$ cat src/rtl/cp0_pkg.sv
// rtl/cp0_pkg.sv - CP0 register numbers, ExcCodes, field positions and event encoding
package cp0_pkg;

    // CP0 register numbers
    localparam logic [4:0] CP0_STATUS = 5'd12;
    localparam logic [4:0] CP0_CAUSE  = 5'd13;
    localparam logic [4:0] CP0_EPC    = 5'd14;

    // ExcCode values
    localparam logic [4:0] EXC_INT  = 5'd0;
    localparam logic [4:0] EXC_ADEL = 5'd4;
    localparam logic [4:0] EXC_ADES = 5'd5;
    localparam logic [4:0] EXC_SYS  = 5'd8;
    localparam logic [4:0] EXC_BP   = 5'd9;
    localparam logic [4:0] EXC_RI   = 5'd10;
    localparam logic [4:0] EXC_OV   = 5'd12;

    // Status bit positions
    localparam int ST_IE    = 0;
    localparam int ST_EXL   = 1;
    localparam int ST_IM_LO = 8;

    // Cause bit positions
    localparam int CA_EXC_LO   = 2;
    localparam int CA_IP_SW_LO = 8;
    localparam int CA_IP_HW_LO = 10;
    localparam int CA_BD       = 31;

    // The single event that acts in a given cycle, after priority resolution
    typedef enum logic [2:0] {
        EV_NONE,
        EV_EXC,
        EV_IRQ,
        EV_ERET,
        EV_MTC0
    } cp0_event_e;

endpackage

$ cat src/rtl/irq_sync.sv
// rtl/irq_sync.sv - parametrised width/depth flop-chain synchroniser
//   clk, rst : clock, synchronous active-high reset (clears every stage)
//   d        : asynchronous input lines
//   q        : synchronised lines, DEPTH edges after d
module irq_sync #(
    parameter int WIDTH = 1,
    parameter int DEPTH = 2
) (
    input  logic             clk,
    input  logic             rst,
    input  logic [WIDTH-1:0] d,
    output logic [WIDTH-1:0] q
);

    logic [WIDTH-1:0] stages [DEPTH];

    always_ff @(posedge clk) begin
        if (rst) begin
            for (int i = 0; i < DEPTH; i++) stages[i] <= '0;
        end else begin
            stages[0] <= d;
            for (int i = 1; i < DEPTH; i++) stages[i] <= stages[i-1];
        end
    end

    assign q = stages[DEPTH-1];

endmodule

$ cat src/rtl/cp0_exc_ctrl.sv
// rtl/cp0_exc_ctrl.sv - CP0 Status/Cause/EPC and exception/interrupt/eret arbitration
//   clk, rst                       : clock, synchronous active-high reset
//   mtc0_we/addr/data              : register write from WB
//   mfc0_addr, mfc0_data           : combinational register read (0 for unimplemented)
//   hw_irq                         : asynchronous level interrupt lines
//   exc_req/code/pc/bd             : committed synchronous exception
//   eret                           : committed eret
//   flush, redirect_valid/pc       : registered one-cycle redirect to fetch
//   status_q, cause_q, epc_q       : current register values
module cp0_exc_ctrl
    import cp0_pkg::*;
#(
    parameter int          NUM_HW_IRQ  = 6,
    parameter logic [31:0] STATUS_RST  = 32'h0000_FF01,
    parameter logic [31:0] EXC_VECTOR  = 32'h8000_0180,
    parameter int          SYNC_STAGES = 2
) (
    input  logic                  clk,
    input  logic                  rst,
    input  logic                  mtc0_we,
    input  logic [4:0]            mtc0_addr,
    input  logic [31:0]           mtc0_data,
    input  logic [4:0]            mfc0_addr,
    output logic [31:0]           mfc0_data,
    input  logic [NUM_HW_IRQ-1:0] hw_irq,
    input  logic                  exc_req,
    input  logic [4:0]            exc_code,
    input  logic [31:0]           exc_pc,
    input  logic                  exc_bd,
    input  logic                  eret,
    output logic                  flush,
    output logic                  redirect_valid,
    output logic [31:0]           redirect_pc,
    output logic [31:0]           status_q,
    output logic [31:0]           cause_q,
    output logic [31:0]           epc_q
);

    // Architectural state, kept as individual fields
    logic [7:0]            im_r;
    logic                  exl_r;
    logic                  ie_r;
    logic                  bd_r;
    logic [4:0]            exc_code_r;
    logic [1:0]            ip_sw_r;
    logic [31:0]           epc_r;
    logic [NUM_HW_IRQ-1:0] hw_sync;
    logic [5:0]            ip_hw;
    logic [7:0]            ip_all;
    logic                  irq_pend;
    cp0_event_e            ev;

    // The synchroniser output is itself Cause.IP[15:10]; no extra register,
    // so the interrupt reaches IP after exactly SYNC_STAGES edges.
    irq_sync #(
        .WIDTH (NUM_HW_IRQ),
        .DEPTH (SYNC_STAGES)
    ) u_irq_sync (
        .clk (clk),
        .rst (rst),
        .d   (hw_irq),
        .q   (hw_sync)
    );

    always_comb begin
        ip_hw                 = '0;
        ip_hw[NUM_HW_IRQ-1:0] = hw_sync;
    end

    assign ip_all   = {ip_hw, ip_sw_r};
    assign irq_pend = ie_r & ~exl_r & (|(ip_all & im_r));

    assign status_q = {16'b0, im_r, 6'b0, exl_r, ie_r};
    assign cause_q  = {bd_r, 15'b0, ip_hw, ip_sw_r, 1'b0, exc_code_r, 2'b0};
    assign epc_q    = epc_r;

    always_comb begin
        case (mfc0_addr)
            CP0_STATUS: mfc0_data = status_q;
            CP0_CAUSE:  mfc0_data = cause_q;
            CP0_EPC:    mfc0_data = epc_q;
            default:    mfc0_data = 32'b0;
        endcase
    end

    // One event per cycle; anything of lower priority is dropped and the
    // pipeline flush re-executes it.
    always_comb begin
        ev = EV_NONE;
        if (exc_req)       ev = EV_EXC;
        else if (irq_pend) ev = EV_IRQ;
        else if (eret)     ev = EV_ERET;
        else if (mtc0_we)  ev = EV_MTC0;
    end

    always_ff @(posedge clk) begin
        if (rst) begin
            im_r           <= STATUS_RST[ST_IM_LO +: 8];
            exl_r          <= STATUS_RST[ST_EXL];
            ie_r           <= STATUS_RST[ST_IE];
            bd_r           <= 1'b0;
            exc_code_r     <= 5'd0;
            ip_sw_r        <= 2'b0;
            epc_r          <= 32'b0;
            redirect_valid <= 1'b0;
            redirect_pc    <= 32'b0;
            flush          <= 1'b0;
        end else begin
            redirect_valid <= 1'b0;
            flush          <= 1'b0;
            case (ev)
                EV_EXC, EV_IRQ: begin
                    // Nested entry (EXL already set) keeps the original EPC/BD
                    if (!exl_r) begin
                        epc_r <= exc_pc;
                        bd_r  <= exc_bd;
                    end
                    exc_code_r     <= (ev == EV_EXC) ? exc_code : EXC_INT;
                    exl_r          <= 1'b1;
                    redirect_valid <= 1'b1;
                    redirect_pc    <= EXC_VECTOR;
                    flush          <= 1'b1;
                end
                EV_ERET: begin
                    exl_r          <= 1'b0;
                    redirect_valid <= 1'b1;
                    redirect_pc    <= epc_r;
                    flush          <= 1'b1;
                end
                EV_MTC0: begin
                    case (mtc0_addr)
                        CP0_STATUS: begin
                            im_r  <= mtc0_data[ST_IM_LO +: 8];
                            exl_r <= mtc0_data[ST_EXL];
                            ie_r  <= mtc0_data[ST_IE];
                        end
                        CP0_CAUSE: ip_sw_r <= mtc0_data[CA_IP_SW_LO +: 2];
                        CP0_EPC:   epc_r   <= mtc0_data;
                        default:   ;
                    endcase
                end
                default: ;
            endcase
        end
    end

endmodule

$ cat config.mk
export PLATFORM = sky130hd
export DESIGN_NAME = cp0_exc_ctrl
export DESIGN_NICKNAME = d
export VERILOG_FILES = /design/src/rtl/cp0_pkg.sv /design/src/rtl/irq_sync.sv /design/src/rtl/cp0_exc_ctrl.sv
export SDC_FILE = /design/constraint.sdc
export NUM_CORES = 1
export LEC_CHECK = 0
export ABC_AREA = 0
export BUFFER_PORTS_ARGS = -buffer_cell sky130_fd_sc_hd__buf_2
export CORE_MARGIN = 2
export CORE_UTILIZATION = 45
export DETAILED_ROUTE_END_ITERATION = 8
export HOLD_SLACK_MARGIN = 0.15
export PLACE_DENSITY = 0.78
export SYNTH_ARGS = -nofsm -noshare
export SYNTH_HDL_FRONTEND = slang
export SYNTH_SLANG_ARGS = --single-unit
$ cat constraint.sdc
create_clock -name clk -period 2.4 [get_ports clk]
set_input_delay 0.24 -clock clk [delete_from_list [all_inputs] [get_ports clk]]
set_output_delay 0.24 -clock clk [all_outputs]
set_load 0.005 [all_outputs]
==> results_tabular.tex <==
\begin{tabular}{lr}
\hline
Metric & Value \\
\hline
\multicolumn{2}{l}{\textbf{Run status}} \\
\quad Run status & completed \\
\multicolumn{2}{l}{\textbf{STA}} \\
\quad Max frequency & roughly 470 MHz \\
\quad Final Cycle Share & 0.891 \\
\quad Pin slew with the least headroom to its limit & roughly 0.61 ns \\
\quad Number of hold violations in the final report & 0 \\
\quad Final Hold Slack & $\sim$0.17 ns \\
\quad Final number of setup-violating endpoints & 0 \\
\quad Setup repair after global routing missed its margin & false \\
\quad Final critical delay including setup and external delays & between 2 and 2.5 ns \\
\quad Worst Skew & between 0.009 and 0.01 ns \\
\quad Worst slew margin relative to its limit & 0.594 \\
\quad Setup TNS & 0 ns \\
\quad Final-report max-slew violation count & 0 \\
\multicolumn{2}{l}{\textbf{Setup path}} \\
\quad R2r endpoint & ie\_r \\
\quad Most frequent CP cell & sky130\_fd\_sc\_hd\_\_buf\_4 \\
\quad Worst reg2reg path startpoint & ie\_r \\
\quad Required time worst endpoint & $\sim$2.6 ns \\
\quad Worst setup path endpoint & ie\_r \\
\quad Ordered cell list for the critical path & nor2b\_1, o41a\_2, buf\_4, nor2\_1, buf\_4, a221o\_1 \\
\quad Worst Path Max Fanout & 23 \\
\quad Worst Reg2Reg Path Length in Cells & 6 \\
\quad First element of the critical path & ie\_r \\
\quad Internal reg-to-reg setup slack & roughly 0.26 ns \\
\quad Type of origin of the critical path & flip-flop \\
\quad Data arrival time of the critical path & between 2 and 2.5 ns \\
\quad Largest stage delay on the critical path & roughly 0.46 ns \\
\quad Crit Path Category & reg -> reg \\
\quad Critical path capture point type & flip-flop \\
\quad Slowest CP cell & sky130\_fd\_sc\_hd\_\_o41a\_2 \\
\multicolumn{2}{l}{\textbf{Placed design}} \\
\quad Final weighted congestion in routability-driven placement & roughly 0.9 \\
\quad Detailed-placement wirelength estimate & roughly 11 mm \\
\quad Cell area after placement & between 0.005 and 0.006 mm² \\
\quad Post-placement cell count & 827 \\
\quad IO buf count & 212 \\
\multicolumn{2}{l}{\textbf{Pwr}} \\
\quad VDD IR-drop max & a little over 0.0003 V \\
\quad Leak & between 2 and 3 nW \\
\quad Power per cell area & approximately 600 mW/mm² \\
\quad Tot Pwr & 3.53 mW \\
\multicolumn{2}{l}{\textbf{Logic synthesis}} \\
\quad Number of storage elements in the synthesis netlist & 95 \\
\quad Sequential area share after synthesis & 0.413 \\
\quad Post-synthesis area per instance & between 8 and 9 µm² \\
\quad Synth Warn \# & 0 \\
\quad Number of enable flip-flop cells after synthesis & 0 \\
\quad Post-synth ARST share & 0 \\
\quad Post-synthesis instance total & 523 \\
\quad Unique cell type count in the Yosys netlist & 33 \\
\quad Post-synth design cell area & approximately 0.0046 mm² \\
\quad Predominant post-synthesis flop cell & sky130\_fd\_sc\_hd\_\_dfxtp\_1 \\
\multicolumn{2}{l}{\textbf{GRT}} \\
\quad Vias in the first global route & roughly 4,400 \\
\quad Wire length of the first global-routing pass & $\sim$23 mm \\
\quad Remaining global-route overflow & 0 \\
\quad Overall fraction of global-route tracks in use & 0.263 \\
\quad Initial antenna violation count & 0 \\
\quad Maximum number of pins on one net before global-route repair & 40 \\
\multicolumn{2}{l}{\textbf{Detailed routing}} \\
\quad Post-detailed-route count of antenna-violating nets & 0 \\
\quad Drt via density & 5.55 \\
\quad DRC violation total after the first TritonRoute iteration & 370 \\
\quad Number of remaining DRC errors & 0 \\
\quad Final WL & 15.1 mm \\
\quad First-pass iteration count of the detailed router & 6 \\
\quad WL/cell & 17.6 µm \\
\quad Via count & around 4,700 \\
\multicolumn{2}{l}{\textbf{Floorplan}} \\
\quad Num ports & 253 \\
\quad Floorplan core area & 0.00986 mm² \\
\quad Chip Height & about 110 µm \\
\quad Initial cell density of the core & 0.467 \\
\quad Area of the die & between 0.01 and 0.015 mm² \\
\quad Standard-cell row count & 36 \\
\quad DIE WIDTH & between 100 and 150 µm \\
\multicolumn{2}{l}{\textbf{Cells and area}} \\
\quad Fraction of layout cells with a size suffix above 1 & 0.342 \\
\quad Area growth from synthesis to layout & 27.8\% \\
\quad Final Instance Area & slightly below 0.006 mm² \\
\quad Non-filler cells in the finished layout & 855 \\
\quad Layout Nets & between 800 and 900 \\
\quad Number of antenna cells inserted & 0 \\
\multicolumn{2}{l}{\textbf{Clock tree}} \\
\quad Clk pin slew, worst setup/hold paths & 0.09 ns \\
\quad CTS Buf Count & 9 \\
\quad Clock latency of the later-clocked register in the worst-skew pair & 0.35 ns \\
\quad Root Buffer Master & sky130\_fd\_sc\_hd\_\_clkbuf\_8 \\
\quad Total of cells resized after clock tree synthesis & 0 \\
\quad TritonCTS clock tree & done \\
\quad Num Clock Sinks & 95 \\
\quad Maximum level of the CTS H-tree & 3 \\
\quad Number of buffers between clock root and the deepest sink & 2 \\
\multicolumn{2}{l}{\textbf{Flow run}} \\
\quad Count of maximum capacitance violations & 0 \\
\multicolumn{2}{l}{\textbf{Min path}} \\
\quad Worst hold path class & in -> reg \\
\hline
\end{tabular}
==> cells in the mapped netlist (all sizes together) (5+ instances only) <==
library cell | n | area share
and2 | 16 | 0.022
o21ai | 43 | 0.047
a22o | 12 | 0.023
and3 | 9 | 0.012
nor2b | 14 | 0.019
nand3b | 6 | 0.0098
nor3 | 32 | 0.035
nand3 | 35 | 0.038
clkbuf | 42 | 0.034
nor2 | 34 | 0.028
a311oi | 32 | 0.061
a21oi | 13 | 0.014
nand2 | 14 | 0.011
a221o | 9 | 0.020
nand2b | 5 | 0.0068
buf | 54 | 0.086
dfxtp | 95 | 0.41
mux2i | 40 | 0.087
==> final cells by class <==
class	instances	area [µm²]
fillers	870	3980
multi-input cells	367	2300
flip-flops and latches	95	1900
repair buffers	241	1310
well taps	133	166
clock buffers	10	128
clock inverters	5	58.8
inverters	4	15.0
==> where the power goes <==
part / switching [mW] / total (mW) / internal, mW
clock: 0.571 / 1.05 / 0.479
sequential: 0.105 / 1.78 / 1.68
combinational: 0.390 / 0.690 / 0.301
total: 1.07 / 3.53 / 2.46
==> per-stage QoR <==
step | worst slack [ns] | util
2_1_floorplan | 0.533 | -
3_3_place_gp | 0.361 | 0.564
3_5_place_dp | 0.288 | 0.564
4_1_cts | 0.270 | 0.596
5_1_grt | 0.155 | 0.596
6_report | 0.261 | 0.596
==> state kept, by name (all words and copies together), names as in the netlist <==
signal and cells:
redirect_pc 32, redirect_valid 1, exc_code_r 5, im_r 8, bd_r 1, ie_r 1, exl_r 1, ip_sw_r 2
epc_q 32, u_irq_sync.stages 12
==> logic make-up (layout without fill, tap and decap cells) <==
logic type	Yosys count	in the layout	share of synthesized area
flops	95	95	0.413
simple gates	173	173	0.196
mux	40	40	0.0870
other cells	1	40	0.000814
compound gates	114	114	0.180
buf+inv	100	260	0.123
==> critical path, delay by kind of cell, from the launching register on <==
| family | cells | cell delay [ns] |
|---|---|---|
| AO/OA/AOI/OAI | 2 | 0.79 |
| buffers and inverters | 2 | 0.49 |
| flip-flops | 1 | 0.38 |
| AND/OR/NAND/NOR | 2 | 0.36 |
==> repair_timing <==
action                    in CTS  in global routing
hold endpoints to repair      13                  0
hold buffers                  13                  0
buffers inserted               0                  0
==> placed cells by master (no fill, tap or decap), drive strengths merged, types with 10 or more instances in the layout <==
cell / Yosys / layout
buf: 54 / 228
dfxtp: 95 / 95
o21ai: 43 / 43
mux2i: 40 / 40
conb: 1 / 40
nand3: 35 / 35
nor2: 34 / 34
nor3: 32 / 32
a311oi: 32 / 32
and2: 16 / 16
nand2: 14 / 14
nor2b: 14 / 14
a21oi: 13 / 13
dlygate4sd3: 0 / 13
a22o: 12 / 12
clkbuf: 42 / 10
==> per-layer routing <==
layer  wire length [µm]  track usage  up-vias
met1               6110        0.320     2282
met4                378        0.103        0
li1                   -            -     2183
met5                  0            0        -
met2               7410        0.450      247
met3               1170       0.0568       29
==> worst min-delay path by stage <==
stage,start,endpoint,cells after the start
3_5_place_dp,u_irq_sync.stages[0][0],u_irq_sync.stages[0][6],1
6_report,exc_pc[0],epc_q[0],3
5_1_grt,mtc0_data[28],epc_q[28],3
3_3_place_gp,u_irq_sync.stages[0][1],u_irq_sync.stages[0][7],1
4_1_cts,exc_pc[22],epc_q[22],3
2_1_floorplan,hw_irq[0],u_irq_sync.stages[0][0],1
Power figures use the tool's default switching activity.
